$ cat config.mk
export PLATFORM = sky130hd
export DESIGN_NAME = exe_muldiv_unit
export DESIGN_NICKNAME = d
export VERILOG_FILES = /design/src/rtl/muldiv_pkg.sv /design/src/rtl/exe_muldiv_unit.sv
export SDC_FILE = /design/constraint.sdc
export NUM_CORES = 1
export LEC_CHECK = 0
export ABC_AREA = 1
export BUFFER_PORTS_ARGS = -buffer_cell sky130_fd_sc_hd__buf_4
export CAP_MARGIN = 10
export CORE_ASPECT_RATIO = 1.1
export CORE_MARGIN = 2
export CORE_UTILIZATION = 35
export CTS_BUF_LIST = sky130_fd_sc_hd__clkbuf_8
export DETAILED_ROUTE_END_ITERATION = 10
export HOLD_SLACK_MARGIN = 0.03
export PLACE_DENSITY_LB_ADDON = 0.08
export SYNTH_ARGS = -nofsm -noshare
export SYNTH_HDL_FRONTEND = slang
export SYNTH_SLANG_ARGS = --single-unit
$ cat constraint.sdc
create_clock -name clk -period 15.97 [get_ports clk]
set_input_delay 3.194 -clock clk [delete_from_list [all_inputs] [get_ports clk]]
set_output_delay 3.194 -clock clk [all_outputs]
set_load 0.01 [all_outputs]
$ cat src/rtl/muldiv_pkg.sv
`timescale 1ns/1ps
`default_nettype none
// +----------------------------------------------------------------------+
// | muldiv_pkg                                                           |
// | Shared op codes, FSM encoding and constants for the HI/LO unit.      |
// | Revision: 1.0                                                        |
// +----------------------------------------------------------------------+
package muldiv_pkg;

  localparam int unsigned c_ITER_DEF = 32;

  localparam logic [2:0] c_OP_NOP   = 3'd0;
  localparam logic [2:0] c_OP_MULT  = 3'd1;
  localparam logic [2:0] c_OP_MULTU = 3'd2;
  localparam logic [2:0] c_OP_DIV   = 3'd3;
  localparam logic [2:0] c_OP_DIVU  = 3'd4;
  localparam logic [2:0] c_OP_MTHI  = 3'd5;
  localparam logic [2:0] c_OP_MTLO  = 3'd6;

  localparam logic [1:0] c_ST_IDLE = 2'd0;
  localparam logic [1:0] c_ST_CALC = 2'd1;
  localparam logic [1:0] c_ST_FIX  = 2'd2;

  localparam logic [31:0] c_DIV0_LO = 32'hFFFF_FFFF;

  // Magnitude of a value; 0x80000000 maps onto itself, which is what the unsigned datapath wants.
  function automatic logic [31:0] f_mag(input logic [31:0] v, input logic is_signed);
    return (is_signed && v[31]) ? -v : v;
  endfunction

endpackage
`default_nettype wire

$ cat src/rtl/exe_muldiv_unit.sv
`timescale 1ns/1ps
`default_nettype none
// +----------------------------------------------------------------------+
// | exe_muldiv_unit                                                      |
// | Iterative MIPS-style multiply/divide unit owning the HI/LO registers.|
// | Revision: 1.0                                                        |
// +----------------------------------------------------------------------+
module exe_muldiv_unit
  import muldiv_pkg::*;
#(
  parameter int unsigned ITER = c_ITER_DEF
) (
  input  logic        clk,
  input  logic        rst,
  input  logic        start,
  input  logic [2:0]  op,
  input  logic [31:0] a,
  input  logic [31:0] b,
  input  logic        rd_hilo,
  input  logic        flush,
  output logic [31:0] hi,
  output logic [31:0] lo,
  output logic        busy,
  output logic        done,
  output logic        stall_req
);

  localparam int unsigned c_CW = (ITER > 1) ? $clog2(ITER) : 1;
  localparam logic [c_CW-1:0] c_CNT_INIT = c_CW'(ITER - 1);

  logic [1:0]      r_state;
  logic [c_CW-1:0] r_count;
  logic [63:0]     r_acc;
  logic [31:0]     r_opd;
  logic            r_is_div;
  logic            r_neg_res;
  logic            r_neg_rem;
  logic            r_div0;
  logic [31:0]     r_hi;
  logic [31:0]     r_lo;
  logic            r_done;

  logic        w_op_md;
  logic        w_signed;
  logic        w_op_div;
  logic [31:0] w_mag_a;
  logic [31:0] w_mag_b;
  logic [32:0] w_msum;
  logic [63:0] w_mul_next;
  logic        w_dfit;
  logic [31:0] w_ddiff;
  logic [63:0] w_div_next;
  logic [63:0] w_prod;
  logic [31:0] w_quo;
  logic [31:0] w_rem;

  assign w_op_md  = (op == c_OP_MULT) || (op == c_OP_MULTU) ||
                    (op == c_OP_DIV)  || (op == c_OP_DIVU);
  assign w_signed = (op == c_OP_MULT) || (op == c_OP_DIV);
  assign w_op_div = (op == c_OP_DIV)  || (op == c_OP_DIVU);
  assign w_mag_a  = f_mag(a, w_signed);
  assign w_mag_b  = f_mag(b, w_signed);

  // Shift-add: multiplier sits in acc[31:0] and is consumed LSB first.
  assign w_msum     = {1'b0, r_acc[63:32]} + (r_acc[0] ? {1'b0, r_opd} : 33'd0);
  assign w_mul_next = {w_msum, r_acc[31:1]};

  // Restoring divide: the partial remainder after the shift needs 33 bits for the compare.
  assign w_dfit     = r_acc[63:31] >= {1'b0, r_opd};
  assign w_ddiff    = r_acc[62:31] - r_opd;
  assign w_div_next = w_dfit ? {w_ddiff, r_acc[30:0], 1'b1} : {r_acc[62:0], 1'b0};

  assign w_prod = r_neg_res ? -r_acc : r_acc;
  assign w_quo  = r_neg_res ? -r_acc[31:0]  : r_acc[31:0];
  assign w_rem  = r_neg_rem ? -r_acc[63:32] : r_acc[63:32];

  always_ff @(posedge clk or posedge rst) begin
    if (rst) begin
      r_state   <= c_ST_IDLE;
      r_count   <= '0;
      r_acc     <= '0;
      r_opd     <= '0;
      r_is_div  <= 1'b0;
      r_neg_res <= 1'b0;
      r_neg_rem <= 1'b0;
      r_div0    <= 1'b0;
      r_hi      <= '0;
      r_lo      <= '0;
      r_done    <= 1'b0;
    end else begin
      r_done <= 1'b0;
      case (r_state)
        c_ST_IDLE: begin
          if (start && !flush) begin
            if (w_op_md) begin
              r_state   <= c_ST_CALC;
              r_count   <= c_CNT_INIT;
              r_is_div  <= w_op_div;
              r_opd     <= w_op_div ? w_mag_b : w_mag_a;
              r_acc     <= {32'd0, (w_op_div ? w_mag_a : w_mag_b)};
              r_neg_res <= w_signed && (a[31] ^ b[31]);
              r_neg_rem <= w_signed && a[31];
              r_div0    <= w_op_div && (b == 32'd0);
            end else if (op == c_OP_MTHI) begin
              r_hi <= a;
            end else if (op == c_OP_MTLO) begin
              r_lo <= a;
            end
          end
        end
        c_ST_CALC: begin
          if (flush) begin
            r_state <= c_ST_IDLE;
          end else begin
            r_acc   <= r_is_div ? w_div_next : w_mul_next;
            r_count <= r_count - 1'b1;
            if (r_count == '0) begin
              r_state <= c_ST_FIX;
            end
          end
        end
        c_ST_FIX: begin
          r_state <= c_ST_IDLE;
          if (!flush) begin
            r_done <= 1'b1;
            if (r_is_div) begin
              // Divide by zero leaves |a| as remainder, so the sign fix-up restores a itself.
              r_hi <= w_rem;
              r_lo <= r_div0 ? c_DIV0_LO : w_quo;
            end else begin
              r_hi <= w_prod[63:32];
              r_lo <= w_prod[31:0];
            end
          end
        end
        default: r_state <= c_ST_IDLE;
      endcase
    end
  end

  assign hi        = r_hi;
  assign lo        = r_lo;
  assign done      = r_done;
  assign busy      = (r_state == c_ST_CALC) || (r_state == c_ST_FIX);
  assign stall_req = busy && (start || rd_hilo);

endmodule
`default_nettype wire
# After elaboration in Yosys (flattened, before gate mapping)
# Cells that the tools add are included.
dict set report word_totals {
  ff_bits 172
  out_inout_bits 67
}
dict set report classes {
  n_reduce_logical 24
  mux 39
  order_cmp 1
  add_sub_neg 8
  n_bitwise 1
  eq_ne 17
}
# operator n
set ops {}
lappend ops {{$mux W32} 19}
lappend ops {{$mux W64} 6}
lappend ops {{$neg A32 Y32} 4}
lappend ops {{$pmux W32 S2} 2}
lappend ops {{$pmux W64 S2} 1}
lappend ops {{$neg A64 Y64} 1}
lappend ops {{$add A32 B32 Y33} 1}
lappend ops {{$ge A33 B32 Y1} 1}
lappend ops {{$logic_not A32 Y1} 1}
lappend ops {{$sub A32 B32 Y32} 1}
lappend ops {{$ne A2 B2 Y1 const B} 8}
lappend ops {{$mux W5} 3}
lappend ops {{$pmux W5 S2} 1}
lappend ops {{$eq A3 B3 Y1 const B} 3}
lappend ops {{$mux W2} 4}
lappend ops {{$logic_or A1 B1 Y1} 7}
lappend ops {{$eq A3 B2 Y1 const B} 2}
lappend ops {{$logic_and A1 B1 Y1} 6}
lappend ops {{$reduce_and A3 Y1} 2}
lappend ops {{$reduce_and A6 Y1} 1}
lappend ops {{$logic_not A5 Y1} 1}
lappend ops {{$reduce_and A5 Y1} 1}
lappend ops {{$sub A5 B1 Y5 const B} 1}
lappend ops {{$pmux W2 S2} 1}
lappend ops {{10 further kinds} 12}

# Depth between registers and ports, before layout
# Gate-level depths: netlist of run 1.
dict set report logic_depth {
  depth_word 8
  ltp_mapped 20
}

# Least setup slack after synthesis of run 1
# OpenSTA, ideal clock, no wires.
dict set report synth_path {
  path_type {input port to output port}
  startpoint {in rd_hilo}
  endpoint {out stall_req}
  arrival_ps 3390
  setup_slack_ps 9386
  stages 1
  cell_sequence {o21a_1}
}
dict set report synth_between {
  elab_chain_cells 2
}
# element line
set synth_rtl {}
lappend synth_rtl {{from (decl)} exe_muldiv_unit.sv:19} ;# input logic rd_hilo,
lappend synth_rtl {{$logic_or A1 B1 Y1} exe_muldiv_unit.sv:145} ;# assign stall_req = busy && (start || rd_hilo);
lappend synth_rtl {{$logic_and A1 B1 Y1} exe_muldiv_unit.sv:145}
lappend synth_rtl {{to (decl)} exe_muldiv_unit.sv:25} ;# output logic stall_req
# No other way between the ends.

# Worst setup path in the final report of run 1
# Same ends and word-level chain as after synthesis.

==> metrics, run 1 <==
post-route ant nets 0; worst r2r dst r_acc[49]; internal power 1.70 mW; clk sinks 172; final setup fails 0; Slew HR 30.8%; Fillers 5829; Final GP Congestion 1.03; largest net degree at the start of global routing 90; Pwr Density 212 nW/um^2; pin slew with the least headroom to its limit 1.04 ns; Post-synth EDFFs 0; CP bufs+invs 2; Area contributors post-synth dfrtp_1 (24%), nand2_1 (19%), nor2_1 (9.5%), nand3_1 (8.6%), inv_1 (8.3%); Post-Syn Area per Cell 5.77 sq um; worst slack, placed 9.11 ns; CP required 12.78 ns; Setup Skew 0.0407 ns; htree depth 4; P&R area growth vs syn 10.9%; Tmin final 6.85 ns; Max Used Layer met5; GR Util All Layers 33.8%; CP Depth 3; Seq pwr share 22.5%; critical path's largest stage delay 0.21 ns; status finished clean; clk_lat worst skew 0.59 ns; final hold violations 0; switching power 2.58 mW; CP Launch Type input pin; vias in the first global route 20100; Fmax 146 MHz; CP startpoint rd_hilo; FP Rows 87; Post-Synthesis Cell Area 18200 sq um; routed wl met2 40.3 mm; WL met1 41.1 mm; critical path class input pin to primary output; Most used DFF post-synth dfrtp_1; Detailed Place HPWL 75.3 mm; hold depth 1; worst path arrival time 3.66 ns; Worst R2R Start r_acc[56]; CTS tree yes; Max Cap Viol 0; CP top delay family buffers and inverters; Yosys cell types 50; r2r worst-path depth 14; initial antenna violation count 3; Leak 10.2 nW; share of synthesized registers carrying an async set or reset 100%; die area 53700 sq um; Hold Crit Class flip-flop to flip-flop; register area share after synthesis 23.7%; setup bufs post-CTS 0; crit-path max FO 1; Yosys top cell by area dfrtp_1; CTS root buffer clkbuf_8; vias per std cell 5.54; CP dominant cell by count buf_4; setup TNS 0 ns; nets@finish 3370; drt drc 0; Synth top area share 23.7%; Crit. End Element primary output; routed len/inst 23.6 um; critical path's slowest cell o21a_1; DRT Wirelength 92.0 mm; Post-Syn Nets 3293; router iterations before antenna repair 6; Core ar. 51300 sq um; Sw Ratio 60.3%; worst reg2reg setup slack 11.69 ns; commonest cells in the netlist nand2_1 (939), nor2_1 (458), inv_1 (402); initial cell density of the core 35.4%; Die Y-Extent 243 um; Resized cells post-CTS 0; Worst VDD drop 0.0818 mV; clk buf depth 2; Overall Power 4.28 mW; most common cell in the synthesized netlist nand2_1; DR iter-0 viols 2481; via count 21700; grt ovf 0; detailed route wirelength on metal3 6.38 mm; final setup margin 9.12 ns; CP Cell Sequence buf_4 > o21a_1 > buf_4; CTS Hold Bufs 0; first-pass GRT wire length 134 mm; IO Pins 139; Layout Cells excl Fill 3905; FF+latch count, synth 172; period utilisation layout 42.9%; Clock Power Share 7.9%; Die W 221 um; CTS buffer count 17; unrepaired setup endpoints after global routing no; number of max-slew violations in the final report 0; Worst-path clk slew 0.12 ns; layout cell share with drive strength beyond 1 7.05%; Worst setup endpoint stall_req; placed cell count 3871; Comb power frac 69.6%; Mapped Cells 3146; Yosys Warn Count 0; Buffers on Ports 138
-- worst min path at each step --
stage	startpoint	to	slack (ns)
6_report	r_count[0]	r_count[0]	0.49
4_1_cts	r_count[0]	r_count[0]	0.49
2_1_floorplan	r_count[0]	r_count[0]	0.45
3_5_place_dp	r_count[0]	r_count[0]	0.47
3_3_place_gp	r_count[0]	r_count[0]	0.47
5_1_grt	r_count[0]	r_count[0]	0.51
-- placed cells by master (no fill, tap or decap), types with 3 or more instances in the layout --
cell type	synthesis	layout
nand2_1	939	939
nor2_1	458	456
inv_1	402	402
nand3_1	311	311
a21oi_1	194	194
o21ai_0	173	173
dfrtp_1	172	170
buf_4	3	157
ha_1	73	72
xor2_1	58	58
nand4_1	46	46
o211ai_1	34	34
nor3_1	31	31
nand3b_1	18	18
clkbuf_8	0	17
o21bai_1	15	15
a21boi_0	15	15
o21ai_1	13	13
inv_2	9	10
a31oi_1	10	10
nor2_2	7	8
o221ai_1	8	8
a22oi_1	8	8
xnor2_1	8	8
clkinv_1	5	5
nor4_1	5	5
inv_6	0	5
nand2_2	4	4
nor2_4	2	3
o21ai_2	3	3
and2_1	3	3
or2_2	3	3
clkinvlp_4	0	3
inv_8	0	3
-- cell families after synthesis --
family	count (synthesis)	share of synthesized area, %
adder cells (fa/ha/maj)	75	5.25
buffers and inverters	515	11.1
XOR/XNOR	66	3.18
AND/OR/NAND/NOR	1836	42.0
flip-flops	172	23.7
AO/OA/AOI/OAI	482	14.7
-- power groups by stage --
stage	Clock [mW]	Combinational (mW)	Sequential, mW
2_1_floorplan	0	1.91	0.830
3_3_place_gp	0	2.90	0.953
3_5_place_dp	0	2.91	0.959
4_1_cts	0.343	2.92	0.950
5_1_grt	0.359	3.27	0.978
6_report	0.337	2.98	0.961
-- layer usage --
| metal | up-vias | global-route usage, % |
|---|---|---|
| met1 | 10300 | 47.4 |
| met4 | 2 | 15.6 |
| met5 | - | 0 |
| li1 | 10300 | - |
| met2 | 963 | 52.1 |
| met3 | 140 | 3.40 |
-- state kept, by name, indices dropped and copies added, names as in the netlist --
name	cells
r_div0	1
r_neg_rem	1
r_neg_res	1
r_opd	32
r_is_div	1
r_acc	64
hi	32
lo	32
r_state	2
done	1
r_count	5
-- through the flow --
stage	instance area, sq um	hold WS (ns)	util (%)
floorplan	18200	0.448	-
global placement	19700	0.468	38.5
detailed placement	19700	0.471	38.5
CTS	20100	0.491	39.3
global route	20100	0.506	39.3
finish	20100	0.492	39.3
-- final cells by class --
cell class              count  area [sq um]  area share (%)
multi-input cells        2459         11900            58.9
flip-flops and latches    172          4310            21.4
inverters                 416          1570            7.78
repair buffers            157          1180            5.85
well taps                 667           835            4.15
clock buffers              17           234            1.16
clock inverters            15           154           0.764
diodes                      2          5.00          0.0249
-- worst reg2reg max path, cell delays in order, from the launching register on --
cell and delay, ns:
dfrtp_1 0.67, ha_1 0.56, nand2_1 0.12, nor2_1 0.34, nand3b_1 0.13, nor2_1 0.14, nand2_1 0.07, nand2_1 0.07
nor2_2 0.07, nand2_2 0.59, nand2_1 0.64, inv_2 0.40, nand2_1 0.22, nand3_1 0.14, nand2_1 0.05
No activity file was read; power rests on OpenSTA's default activity.
==> run 2: changes to the inputs <==
- clock period: 15.97 -> 6.5 ns (I/O delays scaled with it)
==> run 2 against run 1 <==
Net effect: global-route usage rose by 1.8 points; critical path depth rose by 8; clock skew fell by 0.013 ns; wire length rose by 5.6%; sequential power rose by 140%; critical path type is now flip-flop to flip-flop.
==> metrics, run 2 (synthesized netlist as in run 1, its figures left out) <==
status finished clean; Tmin final 3.78 ns; initial antenna violation count 3; crit-path max FO 34; Resized cells post-CTS 0; critical path's slowest cell clkinv_1; Hold Crit Class flip-flop to flip-flop; Die Y-Extent 243 um; setup TNS 0 ns; clk_lat worst skew 0.58 ns; first-pass GRT wire length 140 mm; Setup Skew 0.0280 ns; period utilisation layout 58.2%; Worst-path clk slew 0.11 ns; grt met2 use 56.1%; P&R area growth vs syn 11.0%; die area 53700 sq um; router iterations before antenna repair 8; r2r worst-path depth 11; clk sinks 172; Final GP Congestion 1.05; Fmax 264 MHz; Crit. End Element flip-flop; Clock Power Share 7.6%; CTS root buffer clkbuf_8; DR iter-0 viols 2515; met3 usage 4.72%; Detailed Place HPWL 80.5 mm; max reg flops 64; Largest Register r_acc; Die W 221 um; pin slew with the least headroom to its limit 0.966 ns; setup bufs post-CTS 0; Max Cap Viol 0; Buffers on Ports 138; internal power 4.17 mW; switching power 6.52 mW; worst r2r dst hi[29]; critical path's largest stage delay 0.79 ns; routed len/inst 24.9 um; largest net degree at the start of global routing 128; CP startpoint r_state[0]; Sw Ratio 61.0%; worst slack, placed 2.61 ns; vias per std cell 5.57; clk buf depth 2; nets@finish 3370; CTS Hold Bufs 0; Pwr Density 531 nW/um^2; GR Util All Layers 35.6%; vias in the first global route 20700; final hold violations 0; commonest non-fill, non-tap cell in the layout nand2_1; Leak 10.2 nW; post-route ant nets 0; final setup fails 0; Comb power frac 70.5%; number of max-slew violations in the final report 0; GRT busiest layer met2; DRT Wirelength 97.2 mm; CP required 6.96 ns; worst path arrival time 4.24 ns; worst reg2reg setup slack 2.72 ns; CP Launch Type flip-flop; initial cell density of the core 35.4%; Core ar. 51300 sq um; Worst R2R Start r_state[0]; commonest cells after routing, fill and taps aside nand2_1 (939), nor2_1 (456), inv_1 (402); CP Cell Sequence inv_1 > ha_2 > inv_1 > nor2_1 > nand2_1 > o21ai_2 > nand2_1 > buf_4 > clkinv_1 > nor2_1 > a21oi_1; Worst VDD drop 0.228 mV; Slew HR 35.6%; drt drc 0; Worst setup endpoint hi[29]; GR Layer Usage met1 48.0%; unrepaired setup endpoints after global routing no; grt ovf 0; FP Rows 87; final setup margin 2.72 ns; CTS tree yes; Seq pwr share 21.9%; CTS buffer count 17; via count 21700; critical path class flip-flop to flip-flop; layout cell share with drive strength beyond 1 7.05%; htree depth 4; IO Pins 139
[run 2: changes by cell type in the layout (fill, tap and decap cells not counted)]
| cell | previous run | this run |
|---|---|---|
| inv_8 | 3 | 4 |
| buf_12 | 0 | 1 |
| buf_4 | 157 | 156 |
| inv_6 | 5 | 4 |
[run 2: power groups by stage]
stage	combinational (mW)	clock (mW)	sequential [mW]
CTS	7.39	0.841	2.31
global route	8.20	0.879	2.38
floorplan	4.70	0	2.04
detailed placement	7.35	0	2.33
finish	7.54	0.817	2.34
global placement	7.43	0	2.30
[run 2: metrics by stage]
stage	area (sq um)	utilization [%]	hold slack [ns]	total power, mW	cells
floorplan	18200	-	0.448	6.74	3146
global placement	19800	38.5	0.468	9.73	3871
detailed placement	19800	38.5	0.472	9.68	3871
CTS	20100	39.3	0.494	10.5	3903
global route	20100	39.3	0.507	11.5	3904
finish	20100	39.3	0.488	10.7	3905
[run 2: worst min path at each step]
stage | startpoint | end | slack [ns] | cells after the start
2_1_floorplan | r_count[0] | r_count[0] | 0.45 | 1
3_3_place_gp | r_count[0] | r_count[0] | 0.47 | 1
3_5_place_dp | r_count[4] | r_count[4] | 0.47 | 2
4_1_cts | r_count[0] | r_count[0] | 0.49 | 1
5_1_grt | r_count[0] | r_count[0] | 0.51 | 1
6_report | r_count[0] | r_count[0] | 0.49 | 1
[run 2: final cells by class]
type / instances / area (sq um)
Inverter: 416 / 1570
Antenna cell: 2 / 5.00
Clock buffer: 17 / 234
Sequential cell: 172 / 4310
Timing Repair Buffer: 157 / 1190
Clock inverter: 15 / 156
Multi-Input combinational cell: 2459 / 11900
Fill cell: 5838 / 31100
Tap cell: 667 / 835
[run 2: worst max-delay path, delay by kind of cell, from the launching register on]
family / cells / cell delay [ns]
AO/OA/AOI/OAI: 2 / 0.15
adder cells (fa/ha/maj): 1 / 0.38
buffers and inverters: 4 / 1.79
flip-flops: 1 / 0.37
AND/OR/NAND/NOR: 4 / 0.96
[run 2: routing by layer]
metal	vias up	wire, um
met5	-	0
li1	10300	-
met4	0	4890
met1	10200	41800
met2	1067	43400
met3	154	7040
==> run 3: changes to the inputs <==
- clock period: 6.5 -> 3.5 ns (I/O delays scaled with it)
==> run 3 against run 2 <==
Net effect: sequential share of layout area is 0.37 points lower; critical path depth is 3 higher; die area stayed put; highest routed layer is now met5; power is 87% higher; clock power is 88% higher.
==> metrics, run 3 (synthesized netlist as in run 1, its figures left out) <==
status finished clean; Worst-path clk slew 0.13 ns; Hold Crit Class input pin to asynchronous set/reset pin; CTS tree yes; CTS root buffer clkbuf_8; clk_lat worst skew 0.60 ns; Slew HR 33.0%; final setup fails 0; Detailed Place HPWL 79.6 mm; final setup margin 0.509 ns; Post-Route Utilization 40.0%; CTS buffer count 17; Worst VDD drop 0.365 mV; Crit. End Element flip-flop; GR Util All Layers 35.2%; critical path's largest stage delay 0.52 ns; CP Cell Sequence buf_12 > nand2_1 > fa_1 > o21ai_0 > buf_4 > nand2_1 > nand3_1 > nand2_1 > nand3_1 > nand2_1 > nor2_1 > nor2_1 > nand2_1 > nand2_1; IO Pins 139; DR iter-0 viols 2549; final hold violations 0; r2r worst-path depth 14; Resized cells post-CTS 0; max reg flops 64; CTS Hold Bufs 0; Tmin final 2.99 ns; Setup Skew 0.0311 ns; largest net degree at the start of global routing 73; crit-path max FO 31; critical path class flip-flop to flip-flop; layout cell share with drive strength beyond 1 8.24%; CP dominant cell by count nand2_1; Overall Power 20.0 mW; htree depth 4; post-route ant nets 0; initial cell density of the core 35.4%; worst r2r dst r_acc[59]; routed len/inst 24.3 um; Max Cap Viol 0; Die W 221 um; Largest Register r_acc; Fmax 334 MHz; CP top delay family simple AND/OR/NAND/NOR gates; DRT Wirelength 95.8 mm; commonest non-fill, non-tap cell in the layout nand2_1; CP bufs+invs 2; commonest cells after routing, fill and taps aside nand2_1 (939), nor2_1 (456), inv_1 (401); critical path's slowest cell dfrtp_1; unrepaired setup endpoints after global routing no; number of max-slew violations in the final report 0; die area 53700 sq um; first-pass GRT wire length 139 mm; setup TNS 0 ns; Core ar. 51300 sq um; placed inst area 20100 sq um; clk sinks 172; CP required 3.99 ns; Pwr Density 975 nW/um^2; vias in the first global route 20700; drt drc 0; worst reg2reg setup slack 0.51 ns; initial antenna violation count 3; FP Rows 87; router iterations before antenna repair 6; clk buf depth 2; Leak 10.4 nW; setup bufs post-CTS 0; period utilisation layout 85.4%; Die Y-Extent 243 um; vias per std cell 5.58; CP Launch Type flip-flop; P&R area growth vs syn 12.9%; worst path arrival time 3.48 ns; post-layout instance area 20500 sq um; Worst R2R Start r_acc[0]; grt ovf 0; via count 22000; Final GP Congestion 1.07; pin slew with the least headroom to its limit 0.999 ns; worst slack, placed 0.347 ns; Buffers on Ports 138; nets@finish 3412
[run 3: cell count changes in the layout (fill, tap and decap cells not counted)]
cell	change
clkinv_4	-1
dfrtp_2	-1
inv_6	-1
buf_12	+3
clkinvlp_4	+2
diode_2	-1
bufinv_16	-1
inv_1	-1
clkinv_8	+2
dfrtp_1	+1
buf_4	+39
[run 3: worst max-delay path by stage]
| stage | depth (start not counted) | start | endpoint |
|---|---|---|---|
| 2_1_floorplan | 1 | rst | done |
| 3_5_place_dp | 15 | b[0] | r_acc[24] |
| 4_1_cts | 14 | r_acc[42] | r_acc[55] |
| 3_3_place_gp | 15 | b[0] | r_acc[24] |
| 6_report | 14 | r_acc[0] | r_acc[59] |
| 5_1_grt | 14 | r_acc[42] | r_acc[55] |
[run 3: power by group]
| part | switching [mW] | leakage, nW | internal (mW) | total (mW) |
|---|---|---|---|---|
| logic | 9.83 | 8.15 | 4.50 | 14.3 |
| registers | 1.20 | 2.04 | 2.91 | 4.11 |
| clock network | 1.01 | 0.187 | 0.528 | 1.54 |
| total | 12.0 | 10.4 | 7.94 | 20.0 |
[run 3: layout make-up]
| cell class | count | area [sq um] |
|---|---|---|
| multi-input cells | 2459 | 11900 |
| inverters | 416 | 1570 |
| well taps | 667 | 835 |
| fillers | 5748 | 30800 |
| repair buffers | 199 | 1540 |
| clock inverters | 15 | 154 |
| flip-flops and latches | 172 | 4310 |
| clock buffers | 17 | 234 |
| diodes | 1 | 2.50 |
[run 3: metal layers]
layer / up-vias / global-route usage (%) / share of wire, % / wire length (um)
li1: 10400 / - / - / -
met1: 10300 / 48.7 / 44 / 41900
met2: 1149 / 52.7 / 42 / 40500
met3: 205 / 5.31 / 8.2 / 7820
met4: 2 / 18.8 / 5.8 / 5590
met5: - / 0 / 0.014 / 13
[run 3: per-stage QoR]
stage / std cells / hold WS [ns]
floorplan: 3146 / 0.448
global placement: 3913 / 0.472
detailed placement: 3913 / 0.468
CTS: 3945 / 0.116
global route: 3946 / 0.152
finish: 3946 / 0.134
